[config.mk]
export PLATFORM = sky130hd
export DESIGN_NAME = seg_scan_ctrl
export DESIGN_NICKNAME = d
export VERILOG_FILES = /design/src/rtl/seg_scan_ctrl_pkg.sv /design/src/rtl/seg_scan_ctrl_val_to_display.sv /design/src/rtl/seg_scan_ctrl.sv
export SDC_FILE = /design/constraint.sdc
export NUM_CORES = 1
export LEC_CHECK = 0
export CORE_ASPECT_RATIO = 1.5
export CORE_UTILIZATION = 50
export CTS_CLUSTER_DIAMETER = 150
export DETAILED_ROUTE_END_ITERATION = 16
export GPL_ROUTABILITY_DRIVEN = 0
export PLACE_DENSITY_LB_ADDON = 0.25
export SLEW_MARGIN = 15
export SYNTH_ARGS = -nofsm -noshare
export SYNTH_HDL_FRONTEND = slang
export SYNTH_SLANG_ARGS = --single-unit
[constraint.sdc]
create_clock -name clk -period 2.4 [get_ports clk]
set_input_delay 0.24 -clock clk [delete_from_list [all_inputs] [get_ports clk]]
set_output_delay 0.24 -clock clk [all_outputs]
set_load 0.03 [all_outputs]
[src/rtl/seg_scan_ctrl_pkg.sv]
// Shared constants for the four-digit seven-segment scan controller.
package seg_scan_ctrl_pkg;
    localparam int unsigned N_DIG      = 4;
    localparam logic [3:0]  CODE_UP    = 4'd10;
    localparam logic [3:0]  CODE_DOWN  = 4'd11;
    localparam logic [3:0]  CODE_BLANK = 4'd15;
    localparam logic [6:0]  SEG_OFF    = 7'b1111111;
endpackage

[src/rtl/seg_scan_ctrl_val_to_display.sv]
// Combinational code-to-segment decode, active-low GFEDCBA.
module val_to_display
    import seg_scan_ctrl_pkg::*;
(
    input  logic [3:0] code,
    output logic [6:0] seg
);
    always_comb begin
        seg = SEG_OFF;
        case (code)
            4'd0:      seg = 7'b1000000;
            4'd1:      seg = 7'b1111001;
            4'd2:      seg = 7'b0100100;
            4'd3:      seg = 7'b0110000;
            4'd4:      seg = 7'b0011001;
            4'd5:      seg = 7'b0010010;
            4'd6:      seg = 7'b0000010;
            4'd7:      seg = 7'b1111000;
            4'd8:      seg = 7'b0000000;
            4'd9:      seg = 7'b0010000;
            CODE_UP:   seg = 7'b1011100;
            CODE_DOWN: seg = 7'b1100011;
            default:   seg = SEG_OFF;
        endcase
    end
endmodule

[src/rtl/seg_scan_ctrl.sv]
// Time-multiplexed four-digit display scanner with frame-aligned double-buffered updates.
module seg_scan_ctrl
    import seg_scan_ctrl_pkg::*;
#(
    parameter int unsigned SCAN_DIV = 50000,
    parameter int unsigned DEAD     = 2
) (
    input  logic        clk,
    input  logic        rst,
    input  logic        load,
    input  logic [15:0] digits_in,
    input  logic [3:0]  blank_mask,
    output logic        ready,
    output logic [3:0]  an,
    output logic [6:0]  seg,
    output logic        frame_start
);
    localparam int unsigned TW = $clog2(SCAN_DIV);
    localparam logic [TW-1:0] TICK_LAST = TW'(SCAN_DIV - 1);

    logic [TW-1:0] tick;
    logic [1:0]    idx;
    logic [15:0]   disp_digits;
    logic [3:0]    disp_mask;
    logic [15:0]   pend_digits;
    logic [3:0]    pend_mask;
    logic          pend_valid;
    logic          tick_last;
    logic          frame_wrap;
    logic [3:0]    active_code;

    assign tick_last  = (tick == TICK_LAST);
    assign frame_wrap = tick_last && (idx == 2'(N_DIG - 1));
    assign ready      = ~pend_valid;

    always_ff @(posedge clk) begin
        if (rst) begin
            tick        <= '0;
            idx         <= '0;
            disp_digits <= '1;
            disp_mask   <= '0;
            pend_digits <= '0;
            pend_mask   <= '0;
            pend_valid  <= 1'b0;
        end else begin
            tick <= tick_last ? '0 : tick + TW'(1);
            if (tick_last)
                idx <= idx + 2'd1;
            if (frame_wrap && pend_valid) begin
                disp_digits <= pend_digits;
                disp_mask   <= pend_mask;
                pend_valid  <= 1'b0;
            end
            // Acceptance is gated by the pre-edge ready, so a load landing on
            // the wrap edge is held for the following frame.
            if (load && ready) begin
                pend_digits <= digits_in;
                pend_mask   <= blank_mask;
                pend_valid  <= 1'b1;
            end
        end
    end

    always_comb begin
        an = '1;
        if (tick >= TW'(DEAD))
            an[idx] = 1'b0;
    end

    always_comb begin
        active_code = disp_digits[{idx, 2'b00} +: 4];
        if (disp_mask[idx])
            active_code = CODE_BLANK;
    end

    assign frame_start = (idx == 2'd0) && (tick == '0);

    val_to_display u_dec (
        .code (active_code),
        .seg  (seg)
    );
endmodule

==> flow_metrics.env <==
export IMPL_grt_max_degree=35
export IMPL_antenna_found_initial=0
export IMPL_grt_use_total_pct=24.37
export IMPL_ys_warn_count=0
export IMPL_startpoint="idx[0]"
export IMPL_rsz0062_at_grt="yes"
export IMPL_dieArea_sq_um=6051
export IMPL_maxSlewHeadroom_pct=57.72
export IMPL_grt_pass1_vias=2458
export IMPL_fin_skew_ns=0.009748
export IMPL_syn_area_sq_um=2869
export IMPL_seq_area_frac_synth_pct=41.17
export IMPL_worst_r2r_cell_count=4
export IMPL_pin_count=36
export IMPL_num_rows=33
export IMPL_fin_util_pct=68.44
export IMPL_top_usage_layer="met2"
export IMPL_worst_path_stages=7
export IMPL_h_tree_depth=3
export IMPL_avgSynthCellArea_sq_um=8.413
export IMPL_cts_tree="built"
export IMPL_fmax_ghz=0.3903
export IMPL_max_stage_delay_ns=0.55
export IMPL_power_density_nw_per_um2=561.2
export IMPL_dpl_hpwl_um=4555
export IMPL_cp_end_kind="output pin"
export IMPL_vias=2559
export IMPL_synth_most_common_cell="dfxtp_1"
export IMPL_crit_top_cell="buf_6"
export IMPL_syn_inst=341
export IMPL_synth_edf_count=0
export IMPL_drc_errors=0
export IMPL_core_area_sq_um=5492
export IMPL_gr_total_overflow=0
export IMPL_path_cells="mux4_2 > or2_4 > buf_6 > ha_4 > a21oi_2 > o21bai_2 > buf_6"
export IMPL_worst_slew_pin_slew_ns=0.6327
export IMPL_critPathKind="reg2out"
export IMPL_peakVddDrop_mv=0.4285
export IMPL_diodes=0
export IMPL_area_growth_pct=31.01
export IMPL_hold_worst_slack_ns=0.4473
export IMPL_root_buffer="clkbuf_8"
export IMPL_syn_nets=377
export IMPL_die_w_um=63.85
export IMPL_clkLatencyLatePin_ns=0.33
export IMPL_required_ns=2.16
export IMPL_cts_buffers=9
export IMPL_setup_slack_ns=-0.1623
export IMPL_die_h_um=94.78
export IMPL_hold_class="in2reg"
export IMPL_clk_path_buf_depth=2
export IMPL_p_leak_nw=1.491
export IMPL_synth_area_leaders="dfxtp_1 (41%), nand2_1 (6.8%), a21oi_1 (5.9%)"
export IMPL_drive_gt1_share_pct=22.39
export IMPL_clk_pin_slew_worst_paths_ns=0.06
export IMPL_first_pass_iters=4
export IMPL_yosysTopAreaCellShare_pct=41.17
export IMPL_yosys_area_top_type="dfxtp_1"
export IMPL_met2_usage_pct=44.33
export IMPL_slew_violations=0
export IMPL_synth_seq_cells=59
export IMPL_synth_ff_type="dfxtp_1"
export IMPL_crit_family="multiplexers"
export IMPL_routed_wl_um=6635
export IMPL_rr_endpoint="disp_digits[9]"
export IMPL_critPathBufInv=2
export IMPL_postSynth_asyncResetShare_pct=0
export IMPL_fin_crit_sh_pct=106.8
export IMPL_use_met1_pct=25.47
export IMPL_cp_max_fo=5
export IMPL_initialDrtViolationCount=58
export IMPL_cts_sinks=59
export IMPL_regArea_sq_um=1185
export IMPL_routedWlPerCell_um=14.33
export IMPL_critPathLaunchType="flip-flop"
export IMPL_ctsHoldBuffers=0
export IMPL_crit_path_end="seg[1]"
export IMPL_fin_nets=425
export IMPL_hold_viol=0
export IMPL_hold_depth=3
export IMPL_min_period_ns=2.562
export IMPL_grt_pass1_wl_um=11250
export IMPL_met3_usage_pct=5.435
export IMPL_critPathSlowestCell="mux4_2"
export IMPL_io_buffers=35
export IMPL_viasPerCell=5.527
export IMPL_synth_top_cells_by_count="dfxtp_1 (59), nand2_1 (52), a21oi_1 (34)"
export IMPL_outcome="complete, but fails checks"
export IMPL_r2r_start="tick[12]"
export IMPL_multiInputGateArea_sq_um=1627
export IMPL_setup_viol=7
export IMPL_regToRegSetupSlack_ns=0.23
export IMPL_hp_start="blank_mask[2]"
export IMPL_crit_arrival_ns=2.32
export IMPL_drtAntennaViolNets=0
export IMPL_nFillCells=450
export IMPL_failed_checks="setup timing"
export IMPL_synth_cell_types=38
export IMPL_start_util_pct=52.24
export IMPL_cap_violations=0
==> registers in the layout, indices dropped and copies added, names as in the netlist <==
| register | flops |
|---|---|
| pend_digits | 16 |
| pend_valid | 1 |
| tick | 16 |
| pend_mask | 4 |
| disp_digits | 16 |
| idx | 2 |
| disp_mask | 4 |
==> cell families after synthesis <==
logic type	after synthesis	share of synthesized area (%)
XOR/XNOR	12	3.663
buffers and inverters	47	6.891
AO/OA/AOI/OAI	72	15.83
multiplexers	7	4.623
adder cells (fa/ha/maj)	13	5.670
flip-flops	59	41.17
AND/OR/NAND/NOR	131	22.16
==> metal layers <==
layer	vias to the layer above	part of all wire, %
li1	1284	-
met3	19	3.5
met5	-	0
met1	1190	40
met2	66	53
met4	0	3.5
==> final cells by class <==
cell class | instances | share of cell area (%)
multi-input combinational | 235 | 43.28
sequential | 59 | 31.52
timing repair buffer | 63 | 15.11
clock buffer | 14 | 4.860
tap | 70 | 2.330
inverter | 21 | 2.097
clock inverter | 1 | 0.7989
==> how the worst min path moves through the flow <==
stage / end
detailed placement: disp_digits[9]
floorplan: pend_digits[0]
CTS: pend_digits[13]
finish: pend_mask[2]
global route: pend_digits[2]
global placement: tick[0]
==> power by group <==
group	internal (mW)	switching, mW	total (mW)
registers	1.00	0.0173	1.02
clock network	0.588	0.361	0.949
logic	0.0661	0.0743	0.140
==> timing repair <==
item,in CTS,in global routing
buffers inserted,3,0
resized for setup,48,12
pin swaps,11,4
endpoints found under the hold margin,0,0
endpoints found under the setup margin,11,11
==> worst reg2reg max path: stages (launching register included) <==
cell and delay (ns):
dfxtp_1 0.34, or4_1 0.55, or3_1 0.56, o31a_2 0.35
a211o_1 0.26
==> stage by stage <==
stage	std cells	power, mW	setup WS, ns	TNS [ns]	area (sq um)
4_1_cts	463	2.125	-0.1830	-0.7859	3751
2_1_floorplan	341	1.119	0.01225	0	2920
3_3_place_gp	445	1.185	-0.1719	-0.3185	3401
6_report	463	2.109	-0.1623	-0.9233	3759
3_5_place_dp	445	1.187	-0.2530	-0.4585	3401
5_1_grt	463	2.195	-0.2530	-1.434	3759
==> cells in the final DEF, fill, tap and decap left out, types with 5 or more instances in the layout <==
master / netlist / final
clkdlybuf4s50_1: 0 / 24
nand3_1: 8 / 8
o211ai_1: 10 / 10
nor3_1: 6 / 5
a211o_1: 7 / 7
clkbuf_8: 0 / 13
nand4_1: 22 / 22
o21ai_0: 7 / 5
buf_4: 1 / 23
dfxtp_1: 59 / 58
ha_1: 13 / 8
a21oi_1: 34 / 30
or3_1: 5 / 5
buf_6: 2 / 11
xor2_1: 10 / 10
nor2_1: 21 / 19
nand2_1: 52 / 50
mux4_2: 5 / 5
ha_4: 0 / 5
inv_1: 21 / 18
(Power assumes the default switching activity.)
